**src/rtl/runner_pkg.sv**
```systemverilog
// runner_pkg: default widths and ALU op encoding shared by runner and runner_alu.
package runner_pkg;

    localparam int DATA_WIDTH_DEF = 32;
    localparam int ADDR_WIDTH_DEF = 5;

    typedef enum logic [1:0] {
        OP_ADD = 2'd0,
        OP_SUB = 2'd1,
        OP_AND = 2'd2,
        OP_OR  = 2'd3
    } op_e;

endpackage

```
**src/rtl/runner_alu.sv**
```systemverilog
// runner_alu: combinational add/sub/and/or; RUNNER_FLAGS_EN adds {N,Z,C,V} flags.
module runner_alu
    import runner_pkg::*;
#(
    parameter int DATA_WIDTH = DATA_WIDTH_DEF
) (
    input  logic [DATA_WIDTH-1:0] i_a,
    input  logic [DATA_WIDTH-1:0] i_b,
    input  op_e                   i_op,
    output logic [DATA_WIDTH-1:0] o_result
`ifdef RUNNER_FLAGS_EN
    ,
    output logic [3:0]            o_flags
`endif
);

    always_comb
        o_result = i_op == OP_ADD ? i_a + i_b :
                   i_op == OP_SUB ? i_a - i_b :
                   i_op == OP_AND ? i_a & i_b :
                                    i_a | i_b;

`ifdef RUNNER_FLAGS_EN
    localparam int MSB = DATA_WIDTH - 1;

    logic [DATA_WIDTH:0] w_add;
    logic [DATA_WIDTH:0] w_sub;
    logic                w_arith;
    logic                w_c;
    logic                w_v;

    // Subtract as A + ~B + 1 so the top bit is the no-borrow flag directly.
    assign w_add   = {1'b0, i_a} + {1'b0, i_b};
    assign w_sub   = {1'b0, i_a} + {1'b0, ~i_b} + {{DATA_WIDTH{1'b0}}, 1'b1};
    assign w_arith = i_op == OP_ADD || i_op == OP_SUB;

    always_comb begin
        w_c = i_op == OP_ADD ? w_add[DATA_WIDTH] :
              i_op == OP_SUB ? w_sub[DATA_WIDTH] : 1'b0;
        w_v = !w_arith ? 1'b0 :
              i_op == OP_ADD ? (i_a[MSB] == i_b[MSB]) && (o_result[MSB] != i_a[MSB]) :
                               (i_a[MSB] != i_b[MSB]) && (o_result[MSB] != i_a[MSB]);
    end

    assign o_flags = {o_result[MSB], o_result == '0, w_c, w_v};
`endif

endmodule

```
**src/rtl/runner.sv**
```systemverilog
// runner: register file feeding an ALU whose result is written back every clock.
// Optional RUNNER_FLAGS_EN exposes the ALU {N,Z,C,V} flags as an extra output.
module runner
    import runner_pkg::*;
#(
    parameter int DATA_WIDTH = DATA_WIDTH_DEF,
    parameter int ADDR_WIDTH = ADDR_WIDTH_DEF
) (
    input  logic [ADDR_WIDTH-1:0] wr_addr,
    input  logic [ADDR_WIDTH-1:0] rd_addr1,
    input  logic [ADDR_WIDTH-1:0] rd_addr2,
    output logic [DATA_WIDTH-1:0] rd_data1,
    output logic [DATA_WIDTH-1:0] rd_data2,
    output logic [DATA_WIDTH-1:0] wr_data,
    input  logic                  clk,
    input  logic [1:0]            s,
    input  logic                  rst_n
`ifdef RUNNER_FLAGS_EN
    ,
    output logic [3:0]            flags
`endif
);

    localparam int DEPTH = 2 ** ADDR_WIDTH;

    logic [DATA_WIDTH-1:0] r_regs [DEPTH];

    assign rd_data1 = r_regs[rd_addr1];
    assign rd_data2 = r_regs[rd_addr2];

    runner_alu #(
        .DATA_WIDTH(DATA_WIDTH)
    ) u_alu (
        .i_a      (rd_data1),
        .i_b      (rd_data2),
        .i_op     (op_e'(s)),
        .o_result (wr_data)
`ifdef RUNNER_FLAGS_EN
        ,
        .o_flags  (flags)
`endif
    );

    // Reset preloads each register with its own index; no write enable, so
    // every clock outside reset stores the ALU result.
    always_ff @(posedge clk or negedge rst_n) begin
        if (!rst_n) begin
            for (int i = 0; i < DEPTH; i++)
                r_regs[i] <= DATA_WIDTH'(i);
        end else begin
            r_regs[wr_addr] <= wr_data;
        end
    end

endmodule

```
**config.mk**
```make
export PLATFORM = sky130hd
export DESIGN_NAME = runner
export DESIGN_NICKNAME = d
export VERILOG_FILES = /design/src/rtl/runner_pkg.sv /design/src/rtl/runner_alu.sv /design/src/rtl/runner.sv
export SDC_FILE = /design/constraint.sdc
export NUM_CORES = 2
export LEC_CHECK = 0
export BUFFER_PORTS_ARGS = -buffer_cell sky130_fd_sc_hd__buf_2
export CAP_MARGIN = 20
export CORE_MARGIN = 2
export CORE_UTILIZATION = 50
export DETAILED_ROUTE_END_ITERATION = 10
export MAX_ROUTING_LAYER = met4
export PLACE_DENSITY_LB_ADDON = 0.3
export SLEW_MARGIN = 40
export SYNTH_ARGS = -nofsm -noshare
export SYNTH_HDL_FRONTEND = slang
export SYNTH_SLANG_ARGS = --single-unit
```
**constraint.sdc**
```tcl
create_clock -name clk -period 13.21 [get_ports clk]
set_input_delay 3.3025 -clock clk [delete_from_list [all_inputs] [get_ports clk]]
set_output_delay 3.3025 -clock clk [all_outputs]
set_load 0.1 [all_outputs]
```
==> qor.yml <==
clk_latency_ps: 700
synth.most_common_cell: "nand2_1"
cap_violations: 0
boundaryPins: 115
vias_per_cell: 6.644
status: "complete, no violations"
finalCriticalPeriod_ps: 12490
cts_max_level: 3
start_util_pct: 50.32
endpoint_kind: "output pin"
wl_met2_mm: 79.98
cts_buffer_depth: 3
total_leakage_power_nw: 27.92
drcViolationCount: 0
crit_path_max_fanout: 73
wl_mm: 185.3
timing.final.crit_share_pct: 94.53
synth_top_family_by_area: "multiplexers"
path_delay_family: "compound AO/OA/AOI/OAI gates"
highest_layer: "met4"
postCtsSetupBuffers: 0
r2r-end: "r_regs[638]"
ys.flop_type: "dfrtp_1"
grt_pass1_vias: 41980
syn-num-nets: 5068
rows: 124
final_hold_viol_count: 0
area_delta_synth_final_pct: 11.00
m1WireLength_mm: 76.72
grt_max_degree: 141
synthCells: 4952
final_antenna_net_count: 0
yosys_register_bits: 1024
cts_resized: 0
fin_skew_ps: 29.36
power_density_nw_per_um2: 271.4
synth.avg_cell_area_um2: 11.59
synth_xor_area_share_pct: 0.2900
dp_slack_ps: 801.6
path_cells: "buf_8 > buf_12 > mux4_2 > mux4_2 > mux2i_1 > fa_1 > nor2b_1 > o21ai_0 > a31oi_1 > nor3_1 > o31ai_1 > a31oi_1 > and3_1 > a211oi_4 > buf_2"
synthAdderAreaFrac_pct: 2.141
grt_usage_pct: 33.08
grt_pass1_wl_mm: 278.5
start_kind: "primary input"
dpl_cell_area_um2: 59940
holdCritStartpoint: "r_regs[4]"
cts_tree: "built"
crit_buf_inv: 3
r2r_start: "r_regs[65]"
ff2ff_path_depth: 15
gp_congestion: 0.9886
antenna_found_initial: 2
rsz0062_at_grt: "no"
nets: 4947
cts_sinks: 1024
cts_buffers: 106
die-area_um2: 117500
required_ps: 9910
maxSlewViolCount: 0
synth_top_area_share_pct: 41.17
portBuffers: 114
synth_edf_count: 0
dieHeight_um: 342.8
wl_per_cell_um: 28.79
hpwl_mm: 111.5
largest_reg_flops: 1024
drive_above_1_share_pct: 27.65
num_vias: 42760
crit_path_max_incr_delay_ps: 750
placed_cells: 6232
n_fill_cell: 9486
synth-compound-area-share_pct: 11.12
synth_area_leaders: "dfrtp_1, mux4_2, o21ai_0"
synthSimpleGateAreaFrac_pct: 7.939
detail_route.first_pass.iterations: 6
setup_tns_ps: 0
clkSlewWorstSetupHoldPaths_ps: 60
overflow: 0
peakVddDrop_v: 0.0006309
die_w_um: 342.8
drt_iter0_markers: 5214
ctsRootBufferMaster: "clkbuf_16"
total_power_mw: 17.29
seq_area_frac_synth_pct: 44.83
setup_viol: 0
holdPathEnd: "r_regs[4]"
clock.fmax_mhz: 80.08
stdcell_area_um2: 63690
relSlewSlack_pct: 39.14
wl_met3_mm: 22.25
largestRegisters: "r_regs: 1024 flops"
muxShareOfSynthArea_pct: 29.57
setup_ws_ps: 722.0
synth_area_um2: 57380
tightest_slew_ps: 912.9
core-area_um2: 114000
ys_warn_count: 0
max_flop_register: "r_regs"
worstSetupPathType: "primary input to output pin"
synth_top_area_cell: "dfrtp_1"
synthArstFlopShare_pct: 100.0
netlist-cell-type-count: 74
cts_hold_buf: 0
whs_path_depth: 2
critical-path-slowest-cell: "o31ai_1"
hold_class: "flop to flop"
final_cells: 6436
synth_top_cells_by_count: "nand2_1, dfrtp_1, o21ai_0"
critPathArrivalTime_ps: 9190
r2r_setup_slack_ps: 7240
-- per-stage QoR --
step | hold WS (ps) | util (%)
finish | 486.0 | 55.85
global route | 504.6 | 55.85
CTS | 488.2 | 55.79
detailed placement | 478.3 | 52.56
global placement | 467.3 | 52.37
floorplan | 454.6 | -
-- per-layer routing --
layer	vias up	GRT usage, %
met3	404	8.472
met4	0	10.22
met2	2397	46.06
li1	17930	-
met5	-	-
met1	22030	47.82
-- worst reg2reg max path, stage by stage (launching register included) --
cell and delay (ps):
dfrtp_1 410, mux4_2 460, mux4_2 470, mux2i_1 500, inv_1 250, fa_1 480
nor2b_1 160, o21ai_0 250, a31oi_1 240, nor3_1 550, o31ai_1 330, a41oi_1 490
a311oi_1 150, a311oi_4 540, buf_4 390, mux2_2 230
-- how the worst max path moves through the flow --
stage,startpoint,end,slack [ps],cells past startpoint
after floorplan,rd_addr1[0],wr_data[30],350,17
after global placement,rd_addr2[0],wr_data[26],920,15
after detailed placement,rd_addr2[0],wr_data[26],800,15
after CTS,rd_addr2[0],wr_data[26],780,15
after global routing,rd_addr2[0],wr_data[26],360,15
final,rd_addr2[1],wr_data[26],720,15
-- layout by cell type, fill, tap and decap left out, types with 17 or more instances in the layout --
master,count
mux2_2,128
mux4_2,640
xnor2_1,17
inv_1,123
mux2i_1,107
nor3_1,20
clkbuf_16,107
nor2_1,66
clkbuf_8,34
nand2_4,28
o41ai_1,35
a21oi_1,68
buf_4,116
buf_2,102
dfstp_2,80
buf_12,21
o21ai_0,758
ha_1,95
nand2_1,936
o21ai_1,158
clkbuf_1,28
dfrtp_1,944
-- power breakdown --
group / internal [mW] / switching, mW / total [mW]
clock network: 1.88 / 1.30 / 3.18
logic: 3.06 / 5.34 / 8.41
registers: 4.63 / 1.07 / 5.70
-- kinds of logic (layout without fill, tap and decap cells) --
group	count (synthesis)	after routing
other cells	0	2
fa+ha+maj	97	97
mux	879	879
xor+xnor	19	19
compound gates	1171	1171
flops	1024	1024
buf+inv	618	588
simple gates	1144	1144
-- cell type report --
class | count | area (µm²) | share of cell area (%)
antenna | 2 | 5.005 | 0.007858
clock buffer | 169 | 3251 | 5.104
clock inverter | 30 | 426.7 | 0.6699
inverter | 128 | 480.5 | 0.7544
multi-input combinational | 3310 | 29760 | 46.73
sequential | 1024 | 25720 | 40.39
tap | 1512 | 1892 | 2.970
timing repair buffer | 261 | 2150 | 3.375
No activity file was read; power rests on OpenSTA's default activity.
